==> src/rtl/gpgpu_sched_pkg.sv <==
// Shared types and sizing helpers for the SIMT warp scheduling blocks.
package gpgpu_sched_pkg;

    localparam int NUM_WARPS_DEF = 8;

    function automatic int warp_id_w(input int n);
        return $clog2(n);
    endfunction

    localparam int WARP_ID_W_DEF = warp_id_w(NUM_WARPS_DEF);

    typedef logic [WARP_ID_W_DEF-1:0] warp_id_t;

endpackage

==> src/rtl/warp_rr_pick.sv <==
// Combinational round-robin selector: lowest eligible warp above last_ptr,
// falling back to the lowest eligible warp overall.
module warp_rr_pick
    import gpgpu_sched_pkg::*;
#(
    parameter int NUM_WARPS = NUM_WARPS_DEF,
    parameter int WARP_ID_W = warp_id_w(NUM_WARPS)
) (
    input  logic [NUM_WARPS-1:0] eligible,
    input  logic [WARP_ID_W-1:0] last_ptr,
    output logic [WARP_ID_W-1:0] pick,
    output logic                 pick_valid
);

    logic [NUM_WARPS-1:0] hi_mask;
    logic [NUM_WARPS-1:0] hi;

    function automatic logic [WARP_ID_W-1:0] lowest_idx(input logic [NUM_WARPS-1:0] v);
        logic [WARP_ID_W-1:0] idx;
        idx = '0;
        // Scanning downward leaves the lowest set index as the final write.
        for (int i = NUM_WARPS - 1; i >= 0; i--) begin
            if (v[i]) idx = WARP_ID_W'(i);
        end
        return idx;
    endfunction

    always_comb begin
        // NOTE: every always_comb output gets a default first so no latch is inferred.
        hi_mask = '0;
        for (int i = 0; i < NUM_WARPS; i++) begin
            hi_mask[i] = (WARP_ID_W'(i) > last_ptr);
        end
    end

    assign hi         = eligible & hi_mask;
    assign pick       = (|hi) ? lowest_idx(hi) : lowest_idx(eligible);
    assign pick_valid = |eligible;

endmodule

==> src/rtl/warp_issue_scheduler.sv <==
// Round-robin warp issue scheduler with per-warp busy tracking and a
// registered valid/ready issue slot toward the operand-collect stage.
module warp_issue_scheduler
    import gpgpu_sched_pkg::*;
#(
    parameter int NUM_WARPS = NUM_WARPS_DEF,
    parameter int WARP_ID_W = warp_id_w(NUM_WARPS)
) (
    input  logic                 clk,
    input  logic                 rst,
    input  logic                 flush,
    input  logic [NUM_WARPS-1:0] warp_ready,
    input  logic [NUM_WARPS-1:0] warp_release,
    output logic                 issue_valid,
    input  logic                 issue_ready,
    output logic [WARP_ID_W-1:0] issue_warp_id,
    output logic [NUM_WARPS-1:0] busy_mask
);

    localparam logic [NUM_WARPS-1:0] ONE = {{(NUM_WARPS-1){1'b0}}, 1'b1};
    localparam logic [WARP_ID_W-1:0] LAST_INIT = WARP_ID_W'(NUM_WARPS - 1);

    logic [NUM_WARPS-1:0] busy;
    logic [WARP_ID_W-1:0] last_ptr;
    logic [NUM_WARPS-1:0] eligible;
    logic [WARP_ID_W-1:0] pick;
    logic                 pick_valid;
    logic                 slot_free;
    logic                 load;
    logic [NUM_WARPS-1:0] held_mask;
    logic [NUM_WARPS-1:0] release_eff;
    logic [NUM_WARPS-1:0] load_mask;

    assign eligible  = warp_ready & ~busy;
    assign slot_free = ~issue_valid | issue_ready;
    assign load      = slot_free & pick_valid;

    // The warp sitting in the slot (fired or not) cannot be released yet.
    assign held_mask   = issue_valid ? (ONE << issue_warp_id) : '0;
    assign release_eff = warp_release & busy & ~held_mask;
    assign load_mask   = load ? (ONE << pick) : '0;

    warp_rr_pick #(
        .NUM_WARPS (NUM_WARPS),
        .WARP_ID_W (WARP_ID_W)
    ) u_pick (
        .eligible   (eligible),
        .last_ptr   (last_ptr),
        .pick       (pick),
        .pick_valid (pick_valid)
    );

    // NOTE: sequential state uses non-blocking assignments so all registers
    // sample the same pre-edge values.
    always_ff @(posedge clk) begin
        if (rst || flush) begin
            issue_valid   <= 1'b0;
            issue_warp_id <= '0;
            busy          <= '0;
            last_ptr      <= LAST_INIT;
        end else begin
            busy <= (busy & ~release_eff) | load_mask;
            if (slot_free) begin
                issue_valid <= pick_valid;
                if (pick_valid) begin
                    issue_warp_id <= pick;
                    last_ptr      <= pick;
                end
            end
        end
    end

    assign busy_mask = busy;

endmodule

==> config.mk <==
export PLATFORM = sky130hd
export DESIGN_NAME = warp_issue_scheduler
export DESIGN_NICKNAME = d
export VERILOG_FILES = /design/src/rtl/gpgpu_sched_pkg.sv /design/src/rtl/warp_rr_pick.sv /design/src/rtl/warp_issue_scheduler.sv
export SDC_FILE = /design/constraint.sdc
export NUM_CORES = 1
export LEC_CHECK = 0
export BUFFER_PORTS_ARGS = -buffer_cell sky130_fd_sc_hd__buf_2
export CORE_MARGIN = 1
export CORE_UTILIZATION = 52
export CTS_CLUSTER_DIAMETER = 30
export DETAILED_ROUTE_END_ITERATION = 10
export PLACE_DENSITY = 0.93
export SETUP_SLACK_MARGIN = 0.05
export SYNTH_ARGS = -nofsm -noshare
export SYNTH_HDL_FRONTEND = slang
export SYNTH_SLANG_ARGS = --single-unit
==> constraint.sdc <==
create_clock -name clk -period 4.3 [get_ports clk]
set_input_delay 0.43 -clock clk [delete_from_list [all_inputs] [get_ports clk]]
set_output_delay 0.43 -clock clk [all_outputs]
set_load 0.005 [all_outputs]
==> run metrics <==
Top Ports=32; n_diodes=0; crit end category=flop; first-pass GRT wire length=4370 um; Die Span X=~46 um; initial antenna violation count=0; final setup violation count=0; Mapped Cells=about 130; share of post-route cells with drive strength above 1=29.4%; initial core utilization=approximately 58%; cell row count=15; power consumption=around 370 uW; PortBufs=31; DR DRC count=0; Tmin final=between 2 and 2.5 ns; Synth cell types=43; Tot GR Track Use=around 29%; Iteration-0 DRC Markers=57; placed inst area=roughly 1200 um^2; Yosys top cell area share=between 20% and 30%; Post-Syn Area=slightly above 1000 um^2; Slew @ Worst Pin=slightly above 0.6 ns; r2r startpoint=last_ptr[2]$_SDFFE_PP1P_; Vias/cell=6.32; sequential share of the synthesized area=29.3%; Clock Path Buffers=2; Net Sw Frac=between 30% and 40%; routability cong.=0.912; Synth area leader=dfxtp_1; sequential power share=~45%; sw power=134 uW; die height=46.4 um; commonest cells after routing, fill and taps aside=buf_2, dfxtp_1, o21ai_0, nand2_1; worst hold stages=4; CTS tree=done; Top delay family on crit path=compound AO/OA/AOI/OAI gates; CTS root buf=clkbuf_4; Setup CP Type=flop to flop; period utilisation layout=between 40 and 50%; Clock transition at path regs=0.09 ns; hold_ws=0.454 ns; RSZ-0062 raised after global routing=no; nets=181; Power Density=300 nW/um^2; drt pass-1 iters=4; die area=roughly 2200 um^2; worst r2r dst=busy_mask[4]$_SDFF_PP0_; H-tree depth=1; Post-CTS Resized=0; hold wc startpoint=warp_release[0]; GR Overflow Total=0; Final ANT Viol Nets=0; Final Slew Violations=0; DR WL/cell=about 15 um; Routed WL=approximately 2800 um; Gate power share=32.0%; post-CTS setup buffers=0; Vias=1169; R2R cell count=6; clock network fraction of total power=between 20 and 25%; Synthesized Nets=148; most common cell after layout, fill and taps aside=buf_2; Syn. warnings=0; Req. time, crit path=approximately 4.5 ns; post-synthesis average cell area=approximately 8.0 um^2; Peak VDD IR=around 0.00022 V; Fmax=around 490 MHz; design area=roughly 1200 um^2; number of global-route vias before repair=between 1000 and 1500; worst min path class=primary input to flop; Core Box Area=1780 um^2; cts bufs inserted=3; Internal=233 uW; setup TNS=0 ns; flops & latches, synth=15; # Max-Cap Violations=0; Arr. time, crit path=2.22 ns; LEAKAGE=0.486 nW; Finished Core Util=approximately two thirds; Worst-Skew Late Latency=between 0.2 and 0.3 ns; final hold vios=0; Buf/Inv on CP=0; clk sinks=15; dominant cells by area after synthesis=dfxtp_1, nand2b_1, o21ai_0; clk_skew=slightly above 0.0008 ns; post-DP HPWL=around 2200 um; CP max FO=12; crit-path cells=o21ai_0 > a22oi_1 > o221a_2 > or3_1 > nor2_1 > a32o_1; Crit path largest cell delay=0.59 ns; R2R Setup Slk=around 2.3 ns; P&R area growth vs syn=19.3%; largest net degree at the start of global routing=14; Crit-path slowest cell=dfxtp_1; CP Launch Type=flop; Slew headroom=about three fifths; Min-Delay Endpoint=busy_mask[0]$_SDFF_PP0_; status=complete, no violations; hold_buf cts=0
## state kept, by name, indices dropped and copies added (netlist names)
register / cells
issue_warp_id: 3
issue_valid: 1
last_ptr: 3
busy_mask: 8
## per-layer routing
metal | part of all wire (%) | global-route usage, % | up-vias
li1 | - | - | 559
met1 | 40 | 35.5 | 529
met2 | 50 | 49.7 | 68
met3 | 7.7 | 3.53 | 13
met4 | 2.4 | 12.9 | 0
met5 | 0 | 0 | -
## Yosys cell counts (all sizes together)
master   count
dfxtp       15
o21ai       14
nand2       11
a21oi       10
nand2b      10
nor2         8
nand3        7
nor2b        4
o211ai       4
o31ai        4
buf          3
nor3         3
a211oi       2
a22oi        2
a31oi        2
a32o         2
inv          2
nand3b       2
nand4        2
o21a         2
o41ai        2
or2b         2
a2111oi      1
a21o         1
a221oi       1
a2bb2oi      1
a31o         1
nor3b        1
nor4         1
o211a        1
o221a        1
o31a         1
o32ai        1
or2          1
or3          1
or3b         1
or4          1
## layout make-up
cell class                 count  area, um^2
tap                           25        31.3
inverter                       2        7.51
fill                         155         559
sequential                    15         300
clock inverter                 1        5.00
multi-input combinational    108         702
timing repair buffer          31         155
clock buffer                   3        22.5
## power groups by stage
stage                     Clock [mW]  Sequential, mW  Combinational (mW)
after detailed placement           0           0.168               0.115
after floorplan                    0           0.161              0.0870
after CTS                     0.0847           0.165               0.116
final                         0.0840           0.165               0.118
after global placement             0           0.167               0.111
after global routing          0.0888           0.167               0.128
## tightest hold or removal path: cells and delay by family
kind | cells | cell delay, ns
buf+inv | 1 | 0.08
simple gates | 1 | 0.08
compound gates | 2 | 0.12
## worst max-delay path by stage
stage	endpoint	slack [ns]	cells past startpoint	startpoint
2_1_floorplan	busy_mask[4]$_SDFF_PP0_	2.55	6	warp_ready[3]
3_3_place_gp	busy_mask[6]$_SDFF_PP0_	2.28	7	warp_ready[3]
3_5_place_dp	busy_mask[4]$_SDFF_PP0_	2.20	7	warp_ready[3]
4_1_cts	busy_mask[4]$_SDFF_PP0_	2.28	6	last_ptr[1]$_SDFFE_PP1P_
5_1_grt	busy_mask[4]$_SDFF_PP0_	2.13	6	last_ptr[1]$_SDFFE_PP1P_
6_report	busy_mask[4]$_SDFF_PP0_	2.27	6	last_ptr[2]$_SDFFE_PP1P_
## per-stage QoR
| step | cells | setup slack (ns) |
|---|---|---|
| floorplan | 128 | 2.55 |
| global placement | 181 | 2.28 |
| detailed placement | 181 | 2.20 |
| CTS | 185 | 2.28 |
| global route | 185 | 2.13 |
| finish | 185 | 2.27 |
## cell families after synthesis
family | count (synthesis) | share of synthesized area, %
AO/OA/AOI/OAI | 53 | 39.3
AND/OR/NAND/NOR | 55 | 29.1
flip-flops | 15 | 29.3
buffers and inverters | 5 | 2.32
Power figures use the tool's default switching activity.
